<file path="config.mk">
export PLATFORM = sky130hd
export DESIGN_NAME = univ_shift_reg_flat
export DESIGN_NICKNAME = d
export VERILOG_FILES = /design/src/rtl/univ_shift_reg_pkg.sv /design/src/rtl/univ_shift_reg_if.sv /design/src/rtl/univ_shift_reg_op_unit.sv /design/src/rtl/univ_shift_reg.sv /design/src/flat_wrapper.sv
export SDC_FILE = /design/constraint.sdc
export NUM_CORES = 1
export LEC_CHECK = 0
export ABC_AREA = 1
export CAP_MARGIN = 10
export CORE_MARGIN = 3
export CORE_UTILIZATION = 42
export CTS_BUF_LIST = sky130_fd_sc_hd__clkbuf_2 sky130_fd_sc_hd__clkbuf_4 sky130_fd_sc_hd__clkbuf_8
export DETAILED_ROUTE_END_ITERATION = 8
export GPL_TIMING_DRIVEN = 0
export MAX_ROUTING_LAYER = met4
export PLACE_DENSITY = 0.79
export SYNTH_ARGS = -nofsm -noshare
export SYNTH_HDL_FRONTEND = slang
export SYNTH_SLANG_ARGS = --single-unit
</file>
<file path="constraint.sdc">
create_clock -name clk -period 1.5 [get_ports clk]
set_input_delay 0.15 -clock clk [delete_from_list [all_inputs] [get_ports clk]]
set_output_delay 0.15 -clock clk [all_outputs]
set_load 0.01 [all_outputs]
</file>
<file path="src/rtl/univ_shift_reg_pkg.sv">
// Shared types for the universal shift register: operation codes and burst FSM states.
package usr_pkg;

  typedef enum logic [2:0] {
    HOLD  = 3'd0,
    SHL   = 3'd1,
    SHR   = 3'd2,
    ROL   = 3'd3,
    ROR   = 3'd4,
    ASR   = 3'd5,
    LOAD  = 3'd6,
    CLEAR = 3'd7
  } usr_mode_t;

  typedef enum logic [1:0] {
    IDLE = 2'd0,
    RUN  = 2'd1,
    DONE = 2'd2
  } usr_state_t;

endpackage

</file>
<file path="src/rtl/univ_shift_reg_if.sv">
// Control/data bundle of one serial channel; master drives commands, slave returns state.
interface univ_shift_reg_if #(
  parameter int WIDTH = 64,
  parameter int CNT_W = 7
);
  logic             en;
  logic [2:0]       mode;
  logic             sin;
  logic [WIDTH-1:0] pdin;
  logic             start;
  logic [CNT_W-1:0] count;
  logic [WIDTH-1:0] q;
  logic             sout;
  logic             busy;
  logic             done;

  modport master (
    output en, mode, sin, pdin, start, count,
    input  q, sout, busy, done
  );

  modport slave (
    input  en, mode, sin, pdin, start, count,
    output q, sout, busy, done
  );
endinterface

</file>
<file path="src/rtl/univ_shift_reg_op_unit.sv">
// Combinational next-q / next-sout for a single shift-register operation.
module usr_op_unit
  import usr_pkg::*;
#(
  parameter int WIDTH = 64
) (
  input  logic [WIDTH-1:0] q_i,
  input  logic             sout_i,
  input  logic             sin_i,
  input  logic [WIDTH-1:0] pdin_i,
  input  usr_mode_t        mode_i,
  output logic [WIDTH-1:0] q_o,
  output logic             sout_o
);

  always_comb begin
    q_o    = q_i;
    sout_o = sout_i;
    unique case (mode_i)
      HOLD: ;
      SHL: begin
        q_o    = {q_i[WIDTH-2:0], sin_i};
        sout_o = q_i[WIDTH-1];
      end
      SHR: begin
        q_o    = {sin_i, q_i[WIDTH-1:1]};
        sout_o = q_i[0];
      end
      ROL: begin
        q_o    = {q_i[WIDTH-2:0], q_i[WIDTH-1]};
        sout_o = q_i[WIDTH-1];
      end
      ROR: begin
        q_o    = {q_i[0], q_i[WIDTH-1:1]};
        sout_o = q_i[0];
      end
      ASR: begin
        q_o    = {q_i[WIDTH-1], q_i[WIDTH-1:1]};
        sout_o = q_i[0];
      end
      LOAD:  q_o = pdin_i;
      CLEAR: begin
        q_o    = '0;
        sout_o = 1'b0;
      end
      default: ;
    endcase
  end

endmodule

</file>
<file path="src/rtl/univ_shift_reg.sv">
// Universal shift register with direct operations and a counted burst engine.
module univ_shift_reg
  import usr_pkg::*;
#(
  parameter int WIDTH = 64,
  parameter int CNT_W = 7
) (
  input logic              clk,
  input logic              r,
  univ_shift_reg_if.slave  bus
);

  usr_state_t       state_q, state_d;
  usr_mode_t        mode_l_q, mode_l_d;
  logic [CNT_W-1:0] cnt_q, cnt_d;
  logic [WIDTH-1:0] q_q, q_d;
  logic             sout_q, sout_d;

  usr_mode_t        op_mode;
  logic             do_op;
  logic [WIDTH-1:0] op_q;
  logic             op_sout;

  always_ff @(posedge clk) begin
    if (!r) begin
      state_q  <= IDLE;
      mode_l_q <= HOLD;
      cnt_q    <= '0;
      q_q      <= '0;
      sout_q   <= 1'b0;
    end else begin
      state_q  <= state_d;
      mode_l_q <= mode_l_d;
      cnt_q    <= cnt_d;
      q_q      <= q_d;
      sout_q   <= sout_d;
    end
  end

  // DONE accepts a new start just like IDLE, which allows back-to-back bursts.
  always_comb begin
    state_d  = state_q;
    mode_l_d = mode_l_q;
    cnt_d    = cnt_q;
    unique case (state_q)
      RUN: begin
        if (bus.en) begin
          cnt_d = cnt_q - 1'b1;
          if (cnt_q == CNT_W'(1)) state_d = DONE;
        end
      end
      default: begin
        state_d = IDLE;
        if (bus.start) begin
          mode_l_d = usr_mode_t'(bus.mode);
          cnt_d    = bus.count;
          state_d  = (bus.count != '0) ? RUN : DONE;
        end
      end
    endcase
  end

  // Bursts replay the latched mode; the start cycle itself never executes an op.
  always_comb begin
    op_mode = usr_mode_t'(bus.mode);
    do_op   = bus.en && !bus.start;
    if (state_q == RUN) begin
      op_mode = mode_l_q;
      do_op   = bus.en;
    end
  end

  usr_op_unit #(.WIDTH(WIDTH)) u_op (
    .q_i    (q_q),
    .sout_i (sout_q),
    .sin_i  (bus.sin),
    .pdin_i (bus.pdin),
    .mode_i (op_mode),
    .q_o    (op_q),
    .sout_o (op_sout)
  );

  assign q_d    = do_op ? op_q : q_q;
  assign sout_d = do_op ? op_sout : sout_q;

  assign bus.q    = q_q;
  assign bus.sout = sout_q;
  assign bus.busy = (state_q == RUN);
  assign bus.done = (state_q == DONE);

endmodule
</file>
<file path="src/flat_wrapper.sv">
// flat-port wrapper written by rule: the top's interface ports become plain ports
module univ_shift_reg_flat import usr_pkg::*;
#(
  parameter int WIDTH = 64,
  parameter int CNT_W = 7
)
  (clk, r, bus_en, bus_mode, bus_sin, bus_pdin, bus_start, bus_count, bus_q, bus_sout, bus_busy, bus_done);
  univ_shift_reg_if #(.WIDTH(WIDTH), .CNT_W(CNT_W)) bus_i ();
  input logic clk;
  input logic r;
  input wire logic [$bits(bus_i.en)-1:0] bus_en;
  input wire logic [$bits(bus_i.mode)-1:0] bus_mode;
  input wire logic [$bits(bus_i.sin)-1:0] bus_sin;
  input wire logic [$bits(bus_i.pdin)-1:0] bus_pdin;
  input wire logic [$bits(bus_i.start)-1:0] bus_start;
  input wire logic [$bits(bus_i.count)-1:0] bus_count;
  output wire logic [$bits(bus_i.q)-1:0] bus_q;
  output wire logic [$bits(bus_i.sout)-1:0] bus_sout;
  output wire logic [$bits(bus_i.busy)-1:0] bus_busy;
  output wire logic [$bits(bus_i.done)-1:0] bus_done;
  assign bus_i.en = bus_en;
  assign bus_i.mode = bus_mode;
  assign bus_i.sin = bus_sin;
  assign bus_i.pdin = bus_pdin;
  assign bus_i.start = bus_start;
  assign bus_i.count = bus_count;
  assign bus_q = bus_i.q;
  assign bus_sout = bus_i.sout;
  assign bus_busy = bus_i.busy;
  assign bus_done = bus_i.done;
  univ_shift_reg #(.WIDTH(WIDTH), .CNT_W(CNT_W)) u_core (.clk(clk), .r(r), .bus(bus_i));
endmodule
</file>
==> Word level (Yosys, flattened, before mapping) <==
Index checks and enable logic that the tools add are counted.
Widths: inputs -> output; s select.
{ "classes": {"add_sub_neg": 1, "eq_ne": 12, "muxes": 12, "bitwise_logic": 2, "n_reduce_logical": 15} }
{ "ops": {"columns": ["op", "n"], "rows": [
  ["$pmux 64 s7", 1],
  ["$mux 7", 3],
  ["$reduce_bool 7->1", 2],
  ["$eq 3x3->1 const B", 4],
  ["$mux 2", 5],
  ["$reduce_and 2->1", 5],
  ["$eq 7x1->1 const B", 1],
  ["$sub 7x1->7 const B", 1],
  ["$eq 3x2->1 const B", 2],
  ["$reduce_bool 6->1", 1],
  ["$eq 3x1->1 const B", 1],
  ["$mux 3", 1],
  ["$pmux 1 s3", 1],
  ["$reduce_and 3->1", 1],
  ["$reduce_bool 3->1", 1],
  ["$reduce_or 3->1", 1],
  ["$eq 2x1->1 const B", 1],
  ["$eq 2x2->1 const B", 1],
  ["$ne 2x1->1 const B", 1],
  ["$ne 2x2->1 const B", 1],
  ["$not 1->1", 2],
  ["$reduce_bool 2->1", 1],
  ["$reduce_or 2->1", 1],
  ["$logic_and 1x1->1", 1],
  ["other kinds (2)", 2]
]} }
{ "word_totals": {"register_bits": 77, "output_inout_bits": 67, "wordCells": 48} }

==> Logic depth before layout (Yosys ltp) <==
Gate-level depths: netlist of the first run.
{ "logic_depth": {"ltp_word": 6, "mapped_depth": 13, "mapped_depth_nobuf": 11} }

==> Modules after synthesis <==
Synthesis of the first run repeated with hierarchy kept, for this count alone.
{ "unflattened": {"hier_cells": 971, "area_unflattened_um2": 5514.0} }
{ "by_module_without_submodules": {"columns": ["module", "instances", "cells_per_inst", "area_each_um2", "seq_area_each_um2"], "rows": [
  ["univ_shift_reg", 1, 395, 3041.7, 1541.5],
  ["usr_op_unit", 1, 576, 2472.4, 0.0]
]} }

==> Worst setup path before layout of the first run <==
No wires, ideal clock.
{ "synth_path": {"path_type": "register to register", "from": "reg u_core.state_q[0]", "to": "reg u_core.q_q[2] (netlist: u_core.bus.q[2])", "arrival_time_ns": 1.379, "required_time_ns": 1.379, "path_slack_ns": 0.000, "stages_incl_launch_ff": 11, "cell_sequence": "dfxtp_1 nand2_2 buf_6 nand2_2 nand2_4 nand3_1 nand2_1 buf_4 buf_2 a31oi_1 a21oi_1"} }
{ "synth_between": {"elab_chain_cells": 5, "elab_cells_between_ends": 13} }
{ "synth_lines": {"columns": ["element", "line", "text"], "rows": [
  ["start, declared", "univ_shift_reg.sv:13", "usr_state_t state_q, state_d;"],
  ["start signal, assigned", "univ_shift_reg.sv:32", "state_q <= state_d;"],
  ["$eq 2x1->1 (*)", "univ_shift_reg.sv:67", "if (state_q == RUN) begin"],
  ["$mux 3", "univ_shift_reg.sv:67", null],
  ["$eq 3x3->1, or another cell as far along", "univ_shift_reg_op_unit.sv:19", "unique case (mode_i)"],
  ["$reduce_bool 7->1 (no line)", null, null],
  ["$reduce_and 2->1 (no line)", null, null],
  ["end signal, assigned", "univ_shift_reg.sv:35", "q_q <= q_d;"],
  ["end, declared", "univ_shift_reg.sv:16", "logic [WIDTH-1:0] q_q, q_d;"]
]} }
Mark *: on every way between the ends. The rest lies on a longest branch, timed or not.
A chain may end at the register's enable or synchronous reset.

==> Worst setup path after layout of the first run <==
{ "layout_path": {"from": "reg u_core.state_q[1]", "to": "reg u_core.sout_q (netlist: u_core.bus.sout)"} }
{ "layout_between": {"elab_chain_cells": 6, "elab_cells_between_ends": 14} }
{ "layout_lines": {"columns": ["element", "line", "text"], "rows": [
  ["$eq 2x1->1 (*)", "univ_shift_reg.sv:67", null],
  ["$mux 3", "univ_shift_reg.sv:67", null],
  ["$eq 3x3->1, or another cell as far along", "univ_shift_reg_op_unit.sv:19", null],
  ["$reduce_or 3->1 (no line) or $reduce_or 2->1 (tied branches)", null, null],
  ["$reduce_bool 3->1 (no line)", null, null],
  ["$reduce_and 2->1 (no line)", null, null],
  ["end signal, assigned", "univ_shift_reg.sv:36", "sout_q <= sout_d;"],
  ["end, declared", "univ_shift_reg.sv:17", "logic sout_q, sout_d;"]
]} }
Marks and branches as above.

==> results of run 1 <==
[cells in the final DEF, fill, tap and decap left out, types with 12 or more instances in the layout]
master           Yosys  final
dfxtp_1             77     58
buf_4                2     22
nand2_1             86     74
o21ai_1             10     21
clkdlybuf4s50_1      0    131
a21oi_2              0     12
and2_0              26     14
buf_8                0     13
a21oi_1             72     60
dfxtp_2              0     18
inv_1               19     16
clkbuf_8             0     13
o21ai_0             67     56
buf_6                7     15
a31oi_4              0     14
a22oi_1             32     22
a31oi_1             60     37
nor2_1              22     16
[area by class of cell]
type | count | area (um^2) | area share [%]
clock buffer | 12 | 165.2 | 2.291
buffer | 47 | 464.2 | 6.439
multi-input combinational | 420 | 2849 | 39.52
inverter | 23 | 103.9 | 1.440
sequential | 77 | 1568 | 21.75
timing repair buffer | 175 | 1854 | 25.72
tap | 129 | 161.4 | 2.239
clock inverter | 3 | 43.79 | 0.6074
[sequential cells by signal, summed over array words and instances (netlist names)]
| name | cells |
|---|---|
| u_core.state_q | 2 |
| u_core.mode_l_q | 3 |
| u_core.bus.sout | 1 |
| u_core.bus.q | 64 |
| u_core.cnt_q | 7 |
[metal layers]
layer	GRT usage (%)	part of all wire (%)	vias to the layer above
li1	-	-	2404
met1	35.24	38	2504
met2	44.13	50	343
met3	5.374	8.5	64
met4	10.87	3.4	0
met5	-	0	-
[worst max-delay path: cells and delay by family (launching register included)]
kind	cells	cell delay [ps]
AOI/OAI and AO/OA	1	170
and+or+nand+nor	8	790
buffers and inverters	3	390
DFF	1	330
[where the power goes]
group          total, mW  internal [mW]  switching (mW)  leakage (nW)
Sequential          2.51           2.26           0.251         0.642
Clock               1.70          0.898           0.798         0.108
Combinational       2.67           1.32            1.35          1.99
Total               6.87           4.48            2.39          2.74
[repair_timing]
action,4_1_cts,5_1_grt
pin swaps,15,36
resized for setup,128,133
endpoints found under the hold margin,0,0
gates cloned,5,6
buffers inserted,18,3
endpoints found under the setup margin,74,89
[how the worst max path moves through the flow]
stage | cells after the start | end
finish | 12 | u_core.bus.sout$_SDFFE_PN0P_
global route | 12 | u_core.bus.sout$_SDFFE_PN0P_
CTS | 11 | u_core.bus.q[57]$_SDFFE_PN0P_
detailed placement | 10 | u_core.bus.q[43]$_SDFFE_PN0P_
global placement | 10 | u_core.bus.q[31]$_SDFFE_PN0P_
floorplan | 10 | u_core.bus.q[2]$_SDFFE_PN0P_
[cell families (layout without fill, tap and decap cells)]
family,count (synthesis),count (layout)
XOR/XNOR,2,2
AO/OA/AOI/OAI,248,248
flip-flops,77,77
buffers and inverters,72,260
adder cells (fa/ha/maj),2,2
AND/OR/NAND/NOR,167,168
[metrics by stage]
step / instance area, um^2 / util, % / instances / hold WS, ps / power [mW]
3_5_place_dp: 5729 / 60.85 / 841 / 464.5 / 4.312
5_1_grt: 7209 / 76.57 / 886 / 288.1 / 7.099
6_report: 7209 / 76.57 / 886 / 304.6 / 6.873
2_1_floorplan: 4126 / - / 568 / 292.6 / 3.452
3_3_place_gp: 5729 / 60.85 / 841 / 447.6 / 4.273
4_1_cts: 6616 / 70.27 / 878 / 291.9 / 6.374
==> results.yml, run 1 <==
status:
  status: "complete, but fails checks"
  violations: "negative setup slack"
global_routing:
  grt_pass1_wl_um: 24960
  antenna_found_initial: 0
  grt_usage_pct: 27.90
  grt_pass1_vias: 5057
  grt_remaining_overflow: 0
  grt_max_degree: 13
routing:
  drt-total-wl_um: 17800
  routedWlPerCell_um: 20.09
  dr.pass1.iters: 5
  drt_iter0_markers: 427
  avgViaCountPerCell: 5.999
  ant_nets: 0
  vias: 5315
  drc: 0
pwr:
  powerDensity_nw_per_um2: 953.3
  p_leak_nw: 2.738
  peakVddDrop_uv: 557.8
clocking:
  clkSlewWorstSetupHoldPaths_ps: 80
  cts_max_level: 3
  clkLatencyLatePin_ps: 360
  numCtsBuffers: 9
  cts_sinks: 77
  cts_tree: "yes"
  postCtsHoldBufs: 0
  ctsLongestPathBuffers: 2
  cts_root_buf: "clkbuf_8"
placed_design:
  dp_worst_setup_slack_ps: -493.7
  portBuffers: 144
  post-dp-hpwl_um: 10170
  gp_routability_congestion: 0.8817
synthesis:
  synth_seq_area_share_pct: 37.36
  yosysTopAreaCellShare_pct: 37.36
  ys_top_cells_by_area: "dfxtp_1 (37%), a31oi_1 (9.1%), a21oi_1 (8.7%)"
  synth_compound_area_share_pct: 34.14
  synthXorXnorAreaFrac_pct: 0.4245
  yosysMostFrequentCell: "nand2_1"
  ys.flop_type: "dfxtp_1"
  synth_commonest_cells: "nand2_1 (86), dfxtp_1 (77), a21oi_1 (72)"
  yosysWarnings: 0
  syn-num-nets: 649
  ys_ff_latch: 77
  synth.area.mux_share_pct: 0
  yosys.area_share.simple_pct: 18.83
  synth_edf_count: 0
  synth_area_per_cell_um2: 7.265
  yosys.area.top_type: "dfxtp_1"
  synth_cells: 568
  synth_top_family_by_area: "compound AO/OA/AOI/OAI gates"
  synthAdderAreaFrac_pct: 0.6064
  synthesis.area_um2: 4126
  ys_async_sr_fraction_pct: 0
  yosysUniqueCellTypes: 28
floorplanning:
  core_area_um2: 9415
  initial_utilization_pct: 43.83
  io_pins: 146
  die_area_um2: 11050
  die_height_um: 105.1
  die_x_um: 105.1
  row_count: 35
worst_setup_path:
  crit_chain: "inv_4 > nand2_4 > nand2_2 > nand2_4 > buf_4 > nand3_4 > nand2_4 > buf_6 > nor2_2 > o21ai_0 > nor2_1 > nor2_1"
  cp_slowest_cell: "dfxtp_2"
  crit_type: "flip-flop to flip-flop"
  start_kind: "flip-flop"
  path_max_fanout: 5
  cp.required_ps: 1750
  r2r_slack_ps: -270
  critPathArrivalTime_ps: 2010
  r2r-start: "u_core.state_q[1]$_SDFFE_PN0P_"
  rr_worst_depth: 12
  critical_path.endpoint_type: "flip-flop"
  cpMostUsedCell: "nand2_4"
  slowest_delay_ps: 330
  reg2reg_to: "u_core.bus.sout$_SDFFE_PN0P_"
  crit_path_start: "u_core.state_q[1]$_SDFFE_PN0P_"
worst_hold_path:
  whs_path_depth: 3
  hold_start: "r"
  min_to: "u_core.bus.q[4]$_SDFFE_PN0P_"
  hp-class: "input pin to flip-flop"
run:
  maxCapViolations: 0
timing:
  drv_slew: 0
  max_freq_mhz: 565.2
  worst_slew_pin_slew_ps: 512.3
  tns_ps: -9159
  clock_skew_ps: 16.72
  fin_crit_sh_pct: 117.9
  hold_violations: 0
  period_needed_ps: 1769
  rsz0062_at_grt: "true"
  slew_headroom_pct: 65.85
  finalSetupViolCount: 67
  postLayoutSetupSlackWorst_ps: -269.2
cells_and_area:
  nFillCells: 617
  area.growth.synth_to_final_pct: 74.71
  nets: 834
  drive_gt1_share_pct: 26.82
  diodes: 0
(Power assumes the default switching activity.)
==> run 2, diff against run 1 <==
--- a/config.mk
+++ b/config.mk
@@ -7,13 +7,14 @@
 export LEC_CHECK = 0
 export ABC_AREA = 1
 export CAP_MARGIN = 10
+export CORE_ASPECT_RATIO = 0.7
 export CORE_MARGIN = 3
-export CORE_UTILIZATION = 42
+export CORE_UTILIZATION = 50
 export CTS_BUF_LIST = sky130_fd_sc_hd__clkbuf_2 sky130_fd_sc_hd__clkbuf_4 sky130_fd_sc_hd__clkbuf_8
 export DETAILED_ROUTE_END_ITERATION = 8
 export GPL_TIMING_DRIVEN = 0
 export MAX_ROUTING_LAYER = met4
-export PLACE_DENSITY = 0.79
+export PLACE_DENSITY = 0.88
 export SYNTH_ARGS = -nofsm -noshare
 export SYNTH_HDL_FRONTEND = slang
 export SYNTH_SLANG_ARGS = --single-unit
==> constraint.sdc (replaced) <==
create_clock -name clk -period 2.2 [get_ports clk]
set_input_delay 0.22 -clock clk [delete_from_list [all_inputs] [get_ports clk]]
set_output_delay 0.22 -clock clk [all_outputs]
set_load 0.01 [all_outputs]
==> run 2 against run 1 <==
Net effect:
- the run now ends clean
- first-iteration DRC count grew 21%
- hold slack gained 34 ps
- via count shrank 6.5%
- die area shrank 15%
- non-clock buffer count shrank 29
- sequential power shrank 33%
- clock power shrank 25%
- clock skew shrank 3.3 ps
- clock-buffer cell count shrank 2
==> results.yml, run 2 (same netlist as run 1, synthesis figures left out) <==
status:
  status: "finished, final reports clean"
run:
  maxCapViolations: 0
worst_setup_path:
  reg2reg_to: "u_core.bus.q[36]$_SDFFE_PN0P_"
  critical_path.endpoint_type: "output port"
  rr_worst_depth: 8
  critPathArrivalTime_ps: 1830
  cp.required_ps: 1980
  crit_path_start: "u_core.state_q[0]$_SDFFE_PN0P_"
  endpoint: "bus_busy"
  r2r-start: "u_core.state_q[0]$_SDFFE_PN0P_"
  r2r_slack_ps: 320
  path_max_fanout: 10
  crit_type: "flip-flop to output port"
  start_kind: "flip-flop"
pwr:
  switchingPower_mw: 1.414
  power_frac_clock_pct: 30.2
  switching_share_pct: 33.52
  seqPwrFrac_pct: 39.9
  p_leak_nw: 2.171
  peakVddDrop_uv: 513.0
  intPower_mw: 2.804
  powerDensity_nw_per_um2: 712.0
  pwr-share-comb_pct: 30.0
routing:
  dr.pass1.iters: 5
  ant_nets: 0
  avgViaCountPerCell: 5.998
  routedWlPerCell_um: 17.38
  vias: 4972
  drc: 0
  drt-total-wl_um: 14410
  drt_iter0_markers: 515
floorplanning:
  die_x_um: 114.6
  io_pins: 146
  initial_utilization_pct: 51.98
  die_height_um: 82.01
  die_area_um2: 9396
  core_area_um2: 7939
  row_count: 27
cells_and_area:
  nets: 804
  diodes: 0
  drive_gt1_share_pct: 8.242
  largest_reg_flops: 64
  layout_common_cells: "clkdlybuf4s50_1 (144), nand2_1 (86), dfxtp_1 (77), a21oi_1 (72), o21ai_0 (67)"
  nFillCells: 643
  final_common_cell: "clkdlybuf4s50_1"
  area.growth.synth_to_final_pct: 43.57
  stdcell_count: 829
clocking:
  clkSlewWorstSetupHoldPaths_ps: 90
  numCtsBuffers: 9
  post_cts_buffers: 0
  cts_resized: 0
  postCtsHoldBufs: 0
  cts_root_buf: "clkbuf_8"
  cts_sinks: 77
  clkLatencyLatePin_ps: 370
  ctsLongestPathBuffers: 2
  cts_tree: "yes"
  cts_max_level: 3
placed_design:
  post-dp-hpwl_um: 10440
  dp.cells: 813
  gp_routability_congestion: 0.9014
  portBuffers: 144
timing:
  tns_ps: 0
  max_freq_mhz: 488.0
  fin_crit_sh_pct: 93.14
  drv_slew: 0
  finalSetupViolCount: 0
  hold_violations: 0
  period_needed_ps: 2049
  clock_skew_ps: 13.41
  rsz0062_at_grt: "false"
  slew_headroom_pct: 65.30
  worst_slew_pin_slew_ps: 520.6
global_routing:
  grt_usage_pct: 30.67
  antenna_found_initial: 0
  grt_remaining_overflow: 0
  grt_pass1_vias: 4460
  grt_max_degree: 15
  grt_pass1_wl_um: 22270
worst_hold_path:
  hp-class: "input pin to flip-flop"
-- run 2: cell count changes in the layout (fill, tap and decap cells not counted), sizes merged --
cell and change:
buf -27, clkdlybuf4s50 +13, dlymetal6s2s -10, clkbuf -4, dlygate4sd2 -3, clkinv -2
clkinvlp +2, inv +2, bufinv +1, nand2 -1
-- run 2: metrics by stage --
stage	utilization, %	hold slack [ps]	worst slack [ps]	power (mW)	instance area, um^2
6_report	74.63	338.7	150.9	4.218	5924
5_1_grt	74.63	364.1	62.39	4.396	5924
4_1_cts	74.63	317.5	155.8	4.193	5924
3_5_place_dp	71.73	466.3	186.2	2.945	5694
3_3_place_gp	71.73	443.7	221.1	2.916	5694
2_1_floorplan	-	362.6	700.2	2.354	4126
-- run 2: worst max-delay path, cell delays in order, from the launching register on --
cell,delay [ps]
dfxtp_1,460
nand2_2,110
buf_6,150
inv_1,160
clkdlybuf4s50_1,580
-- run 2: cell type report --
| cell class | count | area [um^2] | area share (%) |
|---|---|---|---|
| clock inverter | 6 | 92.59 | 1.563 |
| tap | 101 | 126.4 | 2.133 |
| sequential | 77 | 1541 | 26.02 |
| inverter | 23 | 86.33 | 1.457 |
| multi-input combinational | 419 | 2228 | 37.61 |
| buffer | 49 | 270.3 | 4.562 |
| timing repair buffer | 144 | 1441 | 24.33 |
| clock buffer | 10 | 137.6 | 2.323 |
-- run 2: power by group through the flow --
stage	registers [mW]	logic (mW)	clock network (mW)
6_report	1.68	1.26	1.27
4_1_cts	1.68	1.25	1.27
3_3_place_gp	1.70	1.21	0
2_1_floorplan	1.72	0.633	0
5_1_grt	1.70	1.38	1.32
3_5_place_dp	1.70	1.24	0
-- run 2: worst min-delay path by stage --
stage	startpoint	depth (start not counted)	slack (ps)	to
floorplan	bus_mode[1]	2	360	u_core.mode_l_q[1]$_SDFFE_PN0P_
global placement	u_core.mode_l_q[2]$_SDFFE_PN0P_	2	440	u_core.mode_l_q[2]$_SDFFE_PN0P_
detailed placement	u_core.mode_l_q[2]$_SDFFE_PN0P_	2	470	u_core.mode_l_q[2]$_SDFFE_PN0P_
CTS	r	3	320	u_core.bus.q[4]$_SDFFE_PN0P_
global route	r	3	360	u_core.bus.q[4]$_SDFFE_PN0P_
finish	r	3	340	u_core.bus.q[4]$_SDFFE_PN0P_
-- run 2: routing by layer --
| layer | part of all wire [%] | vias to the layer above | wire length [um] | track usage [%] |
|---|---|---|---|---|
| met5 | 0 | - | 0 | - |
| met2 | 44 | 276 | 6322 | 45.64 |
| met1 | 44 | 2339 | 6347 | 41.55 |
| li1 | - | 2336 | - | - |
| met3 | 11 | 21 | 1542 | 8.910 |
| met4 | 1.4 | 0 | 200 | 6.406 |
